`config.mk`:
```
export PLATFORM = sky130hd
export DESIGN_NAME = wave_capture_ctrl
export DESIGN_NICKNAME = d
export VERILOG_FILES = /design/src/rtl/wave_capture_ctrl.sv
export SDC_FILE = /design/constraint.sdc
export NUM_CORES = 1
export LEC_CHECK = 0
export BUFFER_PORTS_ARGS = -buffer_cell sky130_fd_sc_hd__buf_2
export CORE_ASPECT_RATIO = 0.9
export CORE_MARGIN = 3
export CORE_UTILIZATION = 61
export DETAILED_ROUTE_END_ITERATION = 8
export PLACE_DENSITY = 0.85
export SYNTH_ARGS = -nofsm -noshare
export SYNTH_HDL_FRONTEND = slang
export SYNTH_SLANG_ARGS = --single-unit
export TNS_END_PERCENT = 20
```
`constraint.sdc`:
```
create_clock -name clk -period 4.1 [get_ports clk]
set_input_delay 0.82 -clock clk [delete_from_list [all_inputs] [get_ports clk]]
set_output_delay 0.82 -clock clk [all_outputs]
set_load 0.03 [all_outputs]
```
`src/rtl/wave_capture_ctrl.sv`:
```
// Trigger/capture sequencer: fills one bank of a two-bank sample RAM after a trigger
// and swaps banks with the VGA scan only at frame start so the trace never tears.
module wave_capture_ctrl #(
  parameter int SAMPLES      = 640,
  parameter int DATA_W       = 8,
  parameter int ADDR_W       = 10,
  parameter int AUTO_TIMEOUT = 4096
) (
  input  logic              clk,
  input  logic              rst_n,
  input  logic              run,
  input  logic              trig_auto,
  input  logic [DATA_W-1:0] trig_level,
  input  logic              adc_valid,
  input  logic [DATA_W-1:0] adc_data,
  input  logic              frame_start,
  output logic              wr_en,
  output logic              wr_bank,
  output logic [ADDR_W-1:0] wr_addr,
  output logic [DATA_W-1:0] wr_data,
  output logic              rd_bank,
  output logic              armed,
  output logic              triggered,
  output logic              forced,
  output logic [1:0]        state_dbg
);

  // Handshake: adc_valid qualifies adc_data for exactly the clk it is high (no
  // back-pressure); wr_en qualifies wr_addr/wr_data one clk after that sample.

  localparam int CNT_W = (AUTO_TIMEOUT > 1) ? $clog2(AUTO_TIMEOUT) : 1;
  localparam logic [CNT_W-1:0]  CNT_MAX   = CNT_W'(AUTO_TIMEOUT - 1);
  localparam logic [ADDR_W-1:0] LAST_ADDR = ADDR_W'(SAMPLES - 1);

  typedef enum logic [1:0] {
    S_IDLE    = 2'd0,
    S_ARMED   = 2'd1,
    S_CAPTURE = 2'd2,
    S_FULL    = 2'd3
  } state_t;

  state_t              state, state_next;
  logic [DATA_W-1:0]   prev;
  logic                prev_valid;
  logic [CNT_W-1:0]    tmo_cnt;
  logic [ADDR_W-1:0]   cap_addr;

  logic real_trig, force_trig, take_trig, capture_wr, last_wr, swap;

  always_comb begin
    real_trig  = adc_valid & prev_valid & (prev < trig_level) & (adc_data >= trig_level);
    // A real crossing wins over a timeout landing on the same sample.
    force_trig = adc_valid & trig_auto & (tmo_cnt == CNT_MAX) & ~real_trig;
    take_trig  = (state == S_ARMED) & run & (real_trig | force_trig);
    capture_wr = (state == S_CAPTURE) & adc_valid;
    last_wr    = capture_wr & (cap_addr == LAST_ADDR);
    swap       = (state == S_FULL) & frame_start;

    state_next = state;
    case (state)
      S_IDLE: begin
        if (run) state_next = S_ARMED;
      end
      S_ARMED: begin
        if (!run)          state_next = S_IDLE;
        else if (take_trig) state_next = (SAMPLES == 1) ? S_FULL : S_CAPTURE;
      end
      S_CAPTURE: begin
        if (last_wr) state_next = S_FULL;
      end
      S_FULL: begin
        if (frame_start) state_next = run ? S_ARMED : S_IDLE;
      end
      default: state_next = S_IDLE;
    endcase
  end

  always_ff @(posedge clk or negedge rst_n) begin
    if (!rst_n) state <= S_IDLE;
    else        state <= state_next;
  end

  always_ff @(posedge clk or negedge rst_n) begin
    if (!rst_n) begin
      rd_bank    <= 1'b0;
      wr_en      <= 1'b0;
      wr_addr    <= '0;
      wr_data    <= '0;
      triggered  <= 1'b0;
      forced     <= 1'b0;
      prev       <= '0;
      prev_valid <= 1'b0;
      tmo_cnt    <= '0;
      cap_addr   <= '0;
    end else begin
      wr_en     <= 1'b0;
      triggered <= 1'b0;

      if ((state == S_ARMED) && run && adc_valid) begin
        prev       <= adc_data;
        prev_valid <= 1'b1;
        if (tmo_cnt != CNT_MAX) tmo_cnt <= tmo_cnt + CNT_W'(1);
      end

      // The triggering sample is itself the first sample of the trace.
      if (take_trig) begin
        wr_en     <= 1'b1;
        wr_addr   <= '0;
        wr_data   <= adc_data;
        cap_addr  <= ADDR_W'(1);
        triggered <= 1'b1;
        forced    <= force_trig;
      end

      if (capture_wr) begin
        wr_en    <= 1'b1;
        wr_addr  <= cap_addr;
        wr_data  <= adc_data;
        cap_addr <= cap_addr + ADDR_W'(1);
      end

      if ((state == S_IDLE) || swap) begin
        prev_valid <= 1'b0;
        tmo_cnt    <= '0;
      end

      if (swap) rd_bank <= ~rd_bank;
    end
  end

  assign wr_bank   = ~rd_bank;
  assign armed     = (state == S_ARMED);
  assign state_dbg = state;

endmodule
```
==> results of run 1 <==
-- metal layers --
layer / vias up / share of wire / wire [um] / track usage
met5: - / 0 / 0 / 0
met2: 92 / 0.48 / 3180 / 0.404
met3: 14 / 0.059 / 392 / 0.0596
met4: 0 / 0.018 / 119 / 0.0844
li1: 1224 / - / - / -
met1: 1233 / 0.44 / 2950 / 0.334
-- flip-flops by register name (all words and copies together) (netlist names), named ones only --
signal / cells
wr_addr: 10
prev_valid: 1
triggered: 1
wr_data: 8
forced: 1
tmo_cnt: 12
state_dbg: 1
rd_bank: 1
wr_en: 1
prev: 8
cap_addr: 10
-- stage by stage --
step / power (mW) / instance area (um2) / setup WS (ns) / std cells / utilization
after floorplan: 0.727 / 3000 / 1.54 / 315 / -
after global placement: 0.787 / 3260 / 1.25 / 415 / 0.707
after detailed placement: 0.795 / 3260 / 1.23 / 415 / 0.707
after CTS: 1.12 / 3360 / 1.57 / 423 / 0.730
after global routing: 1.17 / 3360 / 1.40 / 423 / 0.730
final: 1.12 / 3360 / 1.56 / 423 / 0.730
-- critical path, stage by stage --
cell,delay (ns)
buf_2,0.07
inv_1,0.04
ha_1,0.29
a211o_1,0.29
a211oi_1,0.18
o21ai_0,0.24
nor2_1,0.55
o221ai_1,0.20
-- synth_stat cells, drive strengths merged, types with 2 or more instances --
cell type	instances
dfrtp	55
nand2	46
nor2	26
o21ai	24
nand3	22
inv	20
ha	17
xnor2	10
a21oi	8
a22oi	8
clkbuf	8
nor3	8
o221ai	8
nor4	7
nand4	6
mux2i	5
a211o	4
and3	3
and4	3
buf	3
o21a	3
a31o	2
and2	2
nand2b	2
o31a	2
or4	2
-- worst max-delay path by stage --
stage                       end           from  cells after the start
floorplan           cap_addr[8]  trig_level[5]                      9
global placement     wr_data[7]  trig_level[5]                      8
detailed placement   wr_data[4]  trig_level[5]                      8
CTS                  wr_data[4]  trig_level[5]                      8
global route         wr_data[0]  trig_level[2]                      8
finish               wr_data[4]  trig_level[5]                      8
-- cells by family (layout without fill, tap and decap cells) --
group | Yosys count | after routing | synth area share
adder cells (fa/ha/maj) | 17 | 17 | 0.0710
flip-flops | 55 | 55 | 0.459
AND/OR/NAND/NOR | 131 | 131 | 0.223
XOR/XNOR | 10 | 10 | 0.0292
AO/OA/AOI/OAI | 66 | 66 | 0.152
multiplexers | 5 | 5 | 0.0167
buffers and inverters | 31 | 77 | 0.0489
-- final cells by class --
class                      count  area (um2)
sequential                    55        1380
timing repair buffer          49         250
tap                           62        77.6
multi-input combinational    229        1470
fill                         355        1240
clock inverter                 1        7.51
inverter                      20        80.1
clock buffer                   7        96.3
-- cell usage in the layout, fill, tap and decap left out, types with 3 or more instances in the layout --
cell type / synthesis / final
o221ai_1: 8 / 8
nor2_1: 26 / 26
and3_1: 3 / 3
buf_2: 1 / 47
a21oi_1: 8 / 8
nand4_1: 5 / 5
inv_1: 19 / 19
a22oi_1: 8 / 8
nand3_1: 22 / 22
xnor2_1: 10 / 10
dfrtp_1: 55 / 55
nor4_1: 6 / 6
a211o_1: 3 / 3
nor3_2: 6 / 6
mux2i_1: 5 / 5
nand2_1: 46 / 46
o21ai_0: 21 / 21
o21a_1: 3 / 3
clkbuf_8: 0 / 7
ha_1: 17 / 17
-- power by group through the flow --
stage	clock [mW]	combinational (mW)	sequential, mW
after floorplan	0	0.104	0.623
after global placement	0	0.178	0.609
after detailed placement	0	0.184	0.611
after CTS	0.336	0.186	0.600
after global routing	0.357	0.209	0.605
final	0.331	0.184	0.601
==> impl_results.md, run 1 <==
* GR Overflow Total at 0
* Post-Synthesis Mean Instance Area at about 9.5 um2
* FF-to-FF setup slack at around 1.8 ns
* Initial antenna violation count at 0
* ANT nets after route at 0
* Post-CTS sizing at 0
* FMAX at 393 MHz
* Most used flip-flop cell after synthesis: dfrtp_1
* Crit path DAT at between 2 and 3 ns
* Core area at between 0.004 and 0.005 mm2
* Die Footprint at 0.00579 mm2
* Row cnt at 23
* Yosys reg bits at 55
* Clock power share at 0.297
* Fin. max-slew vios at 0
* Netlist Area Pre-Place at between 0.002 and 0.003 mm2
* # DRC at 0
* Vias in the first global route at between 2k and 2.5k
* Chip Height at around 72 um
* H-tree lvl count at 2
* Post-synth EDFFs at 0
* Tmin final at about 2.5 ns
* Fin nets at around 400
* NetSw at ~0.32 mW
* Worst Path Max Fanout at 9
* Clock Pin Slew Worst Setup and Hold Paths at 0.10 ns
* I/O Buffers at 47
* Cells on worst reg2reg path at 5
* Sequential share of power at 0.538
* Antenna cells at 0
* Final worst-path cycle share at 0.621
* Sequential area share after synthesis at 0.459
* Max Cap Violations at 0
* Async set or reset register ratio after synthesis at 1.00
* WS Path Type: primary input to register
* First-pass GRT wire length at 11.4 mm
* Max rail drop VDD at about 0.26 mV
* Pin count of the biggest net entering global routing at 31
* Ys Warns at 0
* Clk_lat worst skew at roughly 0.31 ns
* Area leader, netlist: dfrtp_1
* Leak Pwr at roughly 1.6 nW
* CTS buffer count at 5
* Mapped Cells at around 320
* Drt pass-1 iters at 5
* Initial Util at 0.651
* WHS at 0.488 ns
* Terminus of the critical flop-to-flop path: wr_data[3]
* Clk_skew at ~0.0036 ns
* RSZ-0062 raised after global routing: false
* Die X at ~80 um
* Avg WL per Cell at 15.7 um
* Proportion of layout cells with a drive suffix above 1 at 0.205
* Gr usage total at 0.250
* Normalized max-slew margin at 0.375
* Cts hold-fix bufs at 0
* Final setup TNS at 0 ns
* Required time of the critical path at 4.26 ns
* Reg2reg start: tmo_cnt[3]
* Top cells by area, synth: dfrtp_1 (46%), ha_1 (7.1%), nand2_1 (5.8%)
* Critical path capture point type: register
* Power share of the combinational group at 0.165
* # clock sinks at 55
* Power density cells at ~330 mW/mm2
* Cell internal pwr at between 0.7 and 0.8 mW
* Total Wirelength at 6.64 mm
* I/O pins at 48
* Vias at 2563
* Vias per cell at ~6
* Postcts setup bufs at 0
* Library cells used by synthesis at between 40 and 50
* CTS root buf: clkbuf_8
* Dpl hpwl at 4.85 mm
* Post-synth top area share at 0.459
* Clock tree buffer depth at 2
* Crit path launch type: primary input
* Growth of design area from synthesis to finish at 12.2%
* CTS tree: built
* Final Wtd Congestion at ~0.79
* DRT iter0 DRCs at approximately 180
* Final Hold Viols at 0
* Hold Crit Class: primary input to asynchronous set/reset pin
* Status: finished clean
* Sw frac at 0.285
* Worst-Margin Slew at approximately 0.94 ns
* # setup viols final at 0
* Mapped Nets at 354
No activity file was read; power rests on OpenSTA's default activity.
==> run 2, diff against run 1 <==
--- a/config.mk
+++ b/config.mk
@@ -5,12 +5,13 @@
 export SDC_FILE = /design/constraint.sdc
 export NUM_CORES = 1
 export LEC_CHECK = 0
+export ABC_AREA = 1
 export BUFFER_PORTS_ARGS = -buffer_cell sky130_fd_sc_hd__buf_2
 export CORE_ASPECT_RATIO = 0.9
 export CORE_MARGIN = 3
-export CORE_UTILIZATION = 61
+export CORE_UTILIZATION = 57
 export DETAILED_ROUTE_END_ITERATION = 8
-export PLACE_DENSITY = 0.85
+export PLACE_DENSITY = 0.8
 export SYNTH_ARGS = -nofsm -noshare
 export SYNTH_HDL_FRONTEND = slang
 export SYNTH_SLANG_ARGS = --single-unit
==> constraint.sdc (replaced) <==
create_clock -name clk -period 2.61 [get_ports clk]
set_input_delay 0.522 -clock clk [delete_from_list [all_inputs] [get_ports clk]]
set_output_delay 0.522 -clock clk [all_outputs]
set_load 0.03 [all_outputs]
==> run 2 against run 1 <==
  * Critical path depth up 1
  * Cell count rose by 16%
  * Clock-buffer cell count down 2
  * Critical path type is now register to register
  * Highest routed layer unchanged
  * Sequential cell count unchanged
  * Non-clock buffer count unchanged
  * Utilization down 4.4 points
  * Setup slack got worse by 0.95 ns
==> impl_results.md, run 2 <==
* Vias per cell at 5.32 (-12%)
* Vias at 2619 (+2.2%)
* Postcts setup bufs at 0 (unchanged)
* Initial Util at 0.610 (-0.0401)
* Max Cap Violations at 0 (unchanged)
* Initial antenna violation count at 0 (unchanged)
* Mapped Nets at 420 (+19%)
* Final setup TNS at 0 ns (unchanged)
* Hold Crit Class: primary input to asynchronous set/reset pin
* Proportion of layout cells with a drive suffix above 1 at 0.180 (-0.0247)
* Fin. max-slew vios at 0 (unchanged)
* Tmin final at ~2.0 ns
* Largest reg by FF count: tmo_cnt
* Critical path capture point type: register
* Simple-Gate Fraction of Synth Area at 0.328 (+0.105)
* # setup viols final at 0 (unchanged)
* Netlist Area Pre-Place at 0.00304 mm2 (+1.6%)
* Post-synth EDFFs at 0 (unchanged)
* Clock power share at 0.215 (-0.082)
* CTS buffer count at 5 (unchanged)
* Required time of the critical path at 2.85 ns (-1.41 ns)
* Mapped Cells at 381 (+21%)
* Commonest non-fill, non-tap cell in the layout: nand2_1
* Largest family of logic cells by synthesized area: simple AND/OR/NAND/NOR gates
* NetSw at 0.983 mW (+210%)
* CTS root buf: clkbuf_8
* First-pass GRT wire length at 11.3 mm (-1.1%)
* Adder-cell share of the synthesized area at 0.0699 (-0.00111)
* Clock tree buffer depth at 2 (unchanged)
* Antenna cells at 0 (unchanged)
* I/O Buffers at 47 (unchanged)
* # clock sinks at 55 (unchanged)
* Yosys reg bits at 55 (unchanged)
* H-tree lvl count at 2 (unchanged)
* Power share of the combinational group at 0.340 (+0.175)
* Multi-input logic area at 0.00142 mm2 (-3.8%)
* Vias in the first global route at 2521 (+1.7%)
* Power Total at 2.56 mW (+130%)
* Core area at 0.00498 mm2 (+8.3%)
* Drt pass-1 iters at 4 (-1)
* # DRC at 0 (unchanged)
* Placed cell areas at 0.00331 mm2 (+1.7%)
* Worst-Margin Slew at 0.703 ns (-0.232 ns)
* Layout Utilization at 0.686 (-0.0439)
* Mux contribution to synthesized area at 0 (-0.0167)
* Total Wirelength at 6.62 mm (-0.36%)
* I/O pins at 48 (unchanged)
* Post-Synthesis Mean Instance Area at 7.99 um2 (-16%)
* GR Overflow Total at 0 (unchanged)
* RSZ-0062 raised after global routing: false
* Count leader, synth: nand2_1
* Sequential area share after synthesis at 0.452 (-0.00718)
* Sw frac at 0.384 (+0.0988)
* FMAX at approximately 500 MHz
* Library cells used by synthesis at 31 (-35%)
* DRT iter0 DRCs at 150 (-17%)
* Worst Path Max Fanout at 30 (+21)
* Clk_skew at 0.00532 ns (+0.00176 ns)
* Die Footprint at 0.00625 mm2 (+8.0%)
* Filler cells at 415 (+17%)
* Cts hold-fix bufs at 0 (unchanged)
* Final Hold Viols at 0 (unchanged)
* Clock Pin Slew Worst Setup and Hold Paths at 0.10 ns (about the same)
* Row cnt at 24 (+4.3%)
* Synth Area in Compound Gates at 0.0617 (-0.0904)
* Cell internal pwr at 1.58 mW (+98%)
* WS Path Type: register to register
* XOR/XNOR Fraction of Synth Area at 0.00576 (-0.0235)
* Normalized max-slew margin at 0.531 (+0.157)
* Design area at 0.00342 mm2 (+1.7%)
* Most used flip-flop cell after synthesis: dfrtp_1
* Area leader, netlist: dfrtp_1
* Max reg flops at 12 (unchanged)
* Die X at 83.0 um (+3.9%)
* Leak Pwr at 1.86 nW (+15%)
* Avg WL per Cell at 13.4 um (-14%)
* Pin count of the biggest net entering global routing at 56 (+81%)
* Chip Height at 75.3 um (+3.9%)
* Top cells by area, synth: dfrtp_1 (45%), nand2_1 (15%), ha_1 (7.0%)
* Gr usage total at 0.223 (-0.0265)
* Status: finished clean
* Most frequent cells in the layout: nand2_1 (121), dfrtp_1 (55), buf_2 (47)
* Max rail drop VDD at 0.676 mV (+160%)
* FF/Latch Area at 0.00138 mm2 (unchanged)
* ANT nets after route at 0 (unchanged)
* Final worst-path cycle share at 0.767
* Crit path launch type: register
* Power density cells at 749 mW/mm2 (+130%)
* Clk_lat worst skew at 0.30 ns (about the same)
* Async set or reset register ratio after synthesis at 1.00 (unchanged)
* CTS tree: built
* Ys Warns at 0 (unchanged)
* Growth of design area from synthesis to finish at 12.4%
* Final Wtd Congestion at 0.884 (+12%)
* Post-CTS sizing at 0 (unchanged)
* Fin nets at 466 (+17%)
* Sequential share of power at 0.445 (-0.093)
* Crit path DAT at 2.25 ns (-0.46 ns)
* Dpl hpwl at 4.72 mm (-2.8%)
* Post-synth top cells: nand2_1 (121), dfrtp_1 (55), inv_1 (44)
* Largest regs: tmo_cnt: 12 flops, cap_addr: 10 flops, wr_addr: 10 flops
* Post-synth top area share at 0.452 (-0.00718)
==> run 2: cell count changes after synthesis, moves of 8 or more <==
cell / previous run / this run
xnor2_1: 10 / 0
clkbuf_1: 8 / 0
a21oi_1: 8 / 16
a22oi_1: 8 / 0
o221ai_1: 8 / 0
o21ai_0: 21 / 13
nand2_1: 46 / 121
inv_1: 19 / 44
nand4_1: 5 / 31
==> run 2: area by class of cell <==
cell class / instances / area share
Sequential cell: 55 / 0.402
Tap cell: 65 / 0.0238
Inverter: 50 / 0.0553
Clock inverter: 2 / 0.0110
Multi-Input combinational cell: 266 / 0.414
Timing Repair Buffer: 49 / 0.0732
Clock buffer: 5 / 0.0201
==> run 2: power by group through the flow <==
stage | combinational (mW) | clock [mW] | sequential (mW)
5_1_grt | 0.982 | 0.596 | 1.17
2_1_floorplan | 0.474 | 0 | 1.28
3_3_place_gp | 0.843 | 0 | 1.15
3_5_place_dp | 0.870 | 0 | 1.15
4_1_cts | 0.877 | 0.565 | 1.14
6_report | 0.870 | 0.551 | 1.14
==> run 2: logic make-up after synthesis <==
kind of cell             Yosys count
flip-flops                        55
buffers and inverters             60
XOR/XNOR                           2
AND/OR/NAND/NOR                  212
adder cells (fa/ha/maj)           17
AO/OA/AOI/OAI                     35
==> run 2: per-layer routing <==
metal,wire (um),GRT usage
met1,3010,0.302
met5,0,0
met2,3180,0.385
met3,385,0.0411
met4,42,0.0508
==> run 2: worst paths after layout <==
check / start / end / slack [ns] / depth (start not counted)
max in group asynchronous: rst_n / wr_data[4] / 1.80 / 2
hold / removal: rst_n / tmo_cnt[5] / 0.33 / 2
min in group clk: adc_data[3] / wr_data[3] / 0.46 / 3
hold reg to reg: prev[2] / prev[2] / 0.49 / 2
setup reg to reg: tmo_cnt[0] / cap_addr[0] / 0.61 / 9
setup / recovery: tmo_cnt[0] / cap_addr[0] / 0.61 / 9
==> run 2: critical path, cell delays in order, from the launching register on <==
cell	delay (ns)
dfrtp_1	0.41
ha_1	0.20
nand2_1	0.12
nor2_2	0.19
nand4_4	0.13
nor2_4	0.12
nand2_2	0.34
nand3_4	0.29
nand2_1	0.08
nand2_1	0.06
==> run 2: stage by stage <==
stage	worst slack [ns]	cells	hold WS, ns
floorplan	0.838	381	0.226
global placement	0.451	485	0.464
detailed placement	0.382	485	0.470
CTS	0.608	492	0.368
global route	0.323	492	0.398
finish	0.607	492	0.335
==> run 3, diff against run 2 <==
==> constraint.sdc (replaced) <==
create_clock -name clk -period 1.9 [get_ports clk]
set_input_delay 0.38 -clock clk [delete_from_list [all_inputs] [get_ports clk]]
set_output_delay 0.38 -clock clk [all_outputs]
set_load 0.03 [all_outputs]
==> run 3 against run 2 <==
  * Sequential cell count unchanged
  * Die area unchanged
  * Critical path type unchanged
  * Non-clock buffer count increased by 8
  * Setup slack got worse by 0.51 ns
  * Via count increased by 6.0%
  * Register-to-register slack got worse by 0.51 ns
  * Cell area increased by 4.0%
  * Hold slack got worse by 0.29 ns
==> impl_results.md, run 3 (synthesis gave the netlist of run 2 again) <==
* Antenna cells at 0 (unchanged)
* Initial antenna violation count at 0 (unchanged)
* Power Total at 3.56 mW (+39%)
* H-tree lvl count at 2 (unchanged)
* # DRC at 0 (unchanged)
* Fin. max-slew vios at 0 (unchanged)
* WS Path Type: register to register
* Clock Pin Slew Worst Setup and Hold Paths at 0.09 ns (about the same)
* Total Wirelength at 6.99 mm (+5.6%)
* Hold Crit Class: primary input to asynchronous set/reset pin
* Die Footprint at 0.00625 mm2 (unchanged)
* Fin nets at 475 (+1.9%)
* Critical path capture point type: register
* Vias at 2777 (+6.0%)
* CTS tree: built
* I/O Buffers at 47 (unchanged)
* Max reg flops at 12 (unchanged)
* FMAX at 553 MHz (+11%)
* Leak Pwr at 1.94 nW (+4.4%)
* Crit path DAT at 2.05 ns (-0.20 ns)
* I/O pins at 48 (unchanged)
* Max Cap Violations at 0 (unchanged)
* Final worst-path cycle share at 0.952 (+0.184)
* Crit path launch type: register
* Initial Util at 0.610 (unchanged)
* Worst-Margin Slew at 0.538 ns (-0.165 ns)
* Max rail drop VDD at 1.00 mV (+49%)
* CTS buffer count at 5 (unchanged)
* Filler cells at 409 (-1.4%)
* Avg WL per Cell at 13.9 um (+3.7%)
* RSZ-0062 raised after global routing: true
* ANT nets after route at 0 (unchanged)
* Pin count of the biggest net entering global routing at 36 (-36%)
* Commonest non-fill, non-tap cell in the layout: nand2_1
* Crit path max-delay cell type: dfrtp_1
* Drt pass-1 iters at 7 (+3)
* Dpl hpwl at 4.93 mm (+4.5%)
* Vias per cell at 5.54 (+4.1%)
* Core area at 0.00498 mm2 (unchanged)
* Die X at 83.0 um (unchanged)
* Most frequent cells in the layout: nand2_1 (121), dfrtp_1 (55), buf_2 (47)
* Largest reg by FF count: tmo_cnt
* CTS root buf: clkbuf_8
* Worst-path cell chain: ha_1, nand2_1, inv_1, nand2_1, nand3_1, nor2_2, nand4_1, buf_4, buf_12, nand3_4, nand2_1, nand2_1
* GR Overflow Total at 0 (unchanged)
* Cts hold-fix bufs at 0 (unchanged)
* Max stage delay on crit path at 0.40 ns (about the same)
* DRT iter0 DRCs at 216 (+44%)
* # setup viols final at 0 (unchanged)
* Clock tree buffer depth at 2 (unchanged)
* Growth of design area from synthesis to finish at 16.9%
* Tmin final at 1.81 ns (-0.195 ns)
* Largest regs: tmo_cnt: 12 flops, cap_addr: 10 flops, wr_addr: 10 flops
* Final Wtd Congestion at 0.895 (+1.2%)
* Final setup TNS at 0 ns (unchanged)
* Status: finished clean
* Power density cells at 1000 mW/mm2 (+34%)
* Critical path's most frequent cell: nand2_1
* # clock sinks at 55 (unchanged)
* Required time of the critical path at 2.14 ns (-0.71 ns)
* Clk_lat worst skew at 0.31 ns (about the same)
* Proportion of layout cells with a drive suffix above 1 at 0.197 (+0.0169)
* Worst Path Max Fanout at 16 (-47%)
* Gr usage total at 0.224 (+0.000532)
* First-pass GRT wire length at 11.3 mm (+0.18%)
* Row cnt at 24 (unchanged)
* Chip Height at 75.3 um (unchanged)
* Final Hold Viols at 0 (unchanged)
* Clk_skew at 0.00935 ns (+0.00404 ns)
* Normalized max-slew margin at 0.642 (+0.110)
* Vias in the first global route at 2453 (-2.7%)
## run 3: cell count changes in the layout (fill, tap and decap cells not counted)
cell        previous run  this run
clkbuf_16              0         1
buf_12                 0         3
buf_4                  2         6
nand3_4                1         2
clkinvlp_4             1         0
nor2_1                22        21
clkbuf_1               0         1
nor2_4                 5         6
## run 3: timing repair
| item | 4_1_cts | 5_1_grt |
|---|---|---|
| hold endpoints to repair | 0 | 0 |
| setup endpoints to repair | 0 | 12 |
| gates resized for setup | 0 | 3 |
| buffers inserted | 0 | 2 |
## run 3: cell type report
cell class,instances,area [um2],share of cell area
well taps,65,81.3,0.0229
flip-flops and latches,55,1380,0.387
repair buffers,57,365,0.103
multi-input cells,267,1440,0.405
clock buffers,6,72.6,0.0204
inverters,50,189,0.0531
clock inverters,1,30.0,0.00844
## run 3: power breakdown
group | total (mW) | switching (mW) | internal (mW)
combinational | 1.24 | 0.830 | 0.412
sequential | 1.57 | 0.168 | 1.40
clock | 0.752 | 0.365 | 0.387
total | 3.56 | 1.36 | 2.20
## run 3: path summary, 6_finish.rpt
kind	startpoint	to	slack, ns	depth (start not counted)
setup reg to reg	prev[7]	wr_data[1]	0.09	12
min in group clk	adc_data[0]	wr_data[0]	0.31	3
setup / recovery	prev[7]	wr_data[1]	0.09	12
hold / removal	rst_n	tmo_cnt[4]	0.04	1
hold reg to reg	prev[2]	prev[2]	0.48	2
max in group asynchronous	rst_n	wr_data[5]	1.28	2
## run 3: per-layer routing
metal  global-route usage  part of all wire  vias up
li1                     -                 -     1357
met1                0.307              0.45     1304
met2                0.383              0.48      103
met3               0.0378             0.057       13
met4               0.0490             0.013        0
met5                    0                 0        -
## run 3: per-stage QoR
step / std cells / util / setup slack (ns) / cell area (um2) / hold WS (ns)
global placement: 490 / 0.680 / -0.00735 / 3390 / 0.377
detailed placement: 490 / 0.680 / -0.0422 / 3390 / 0.393
global route: 501 / 0.713 / -0.0387 / 3560 / 0.0616
floorplan: 381 / - / 0.193 / 3040 / 0.0844
finish: 501 / 0.713 / 0.0920 / 3560 / 0.0416
CTS: 497 / 0.700 / 0.0891 / 3490 / 0.0568
## run 3: critical path, delay by kind of cell, from the launching register on
kind | cells | cell delay, ns
flip-flops | 1 | 0.40
buffers and inverters | 3 | 0.38
AND/OR/NAND/NOR | 8 | 0.66
adder cells (fa/ha/maj) | 1 | 0.30
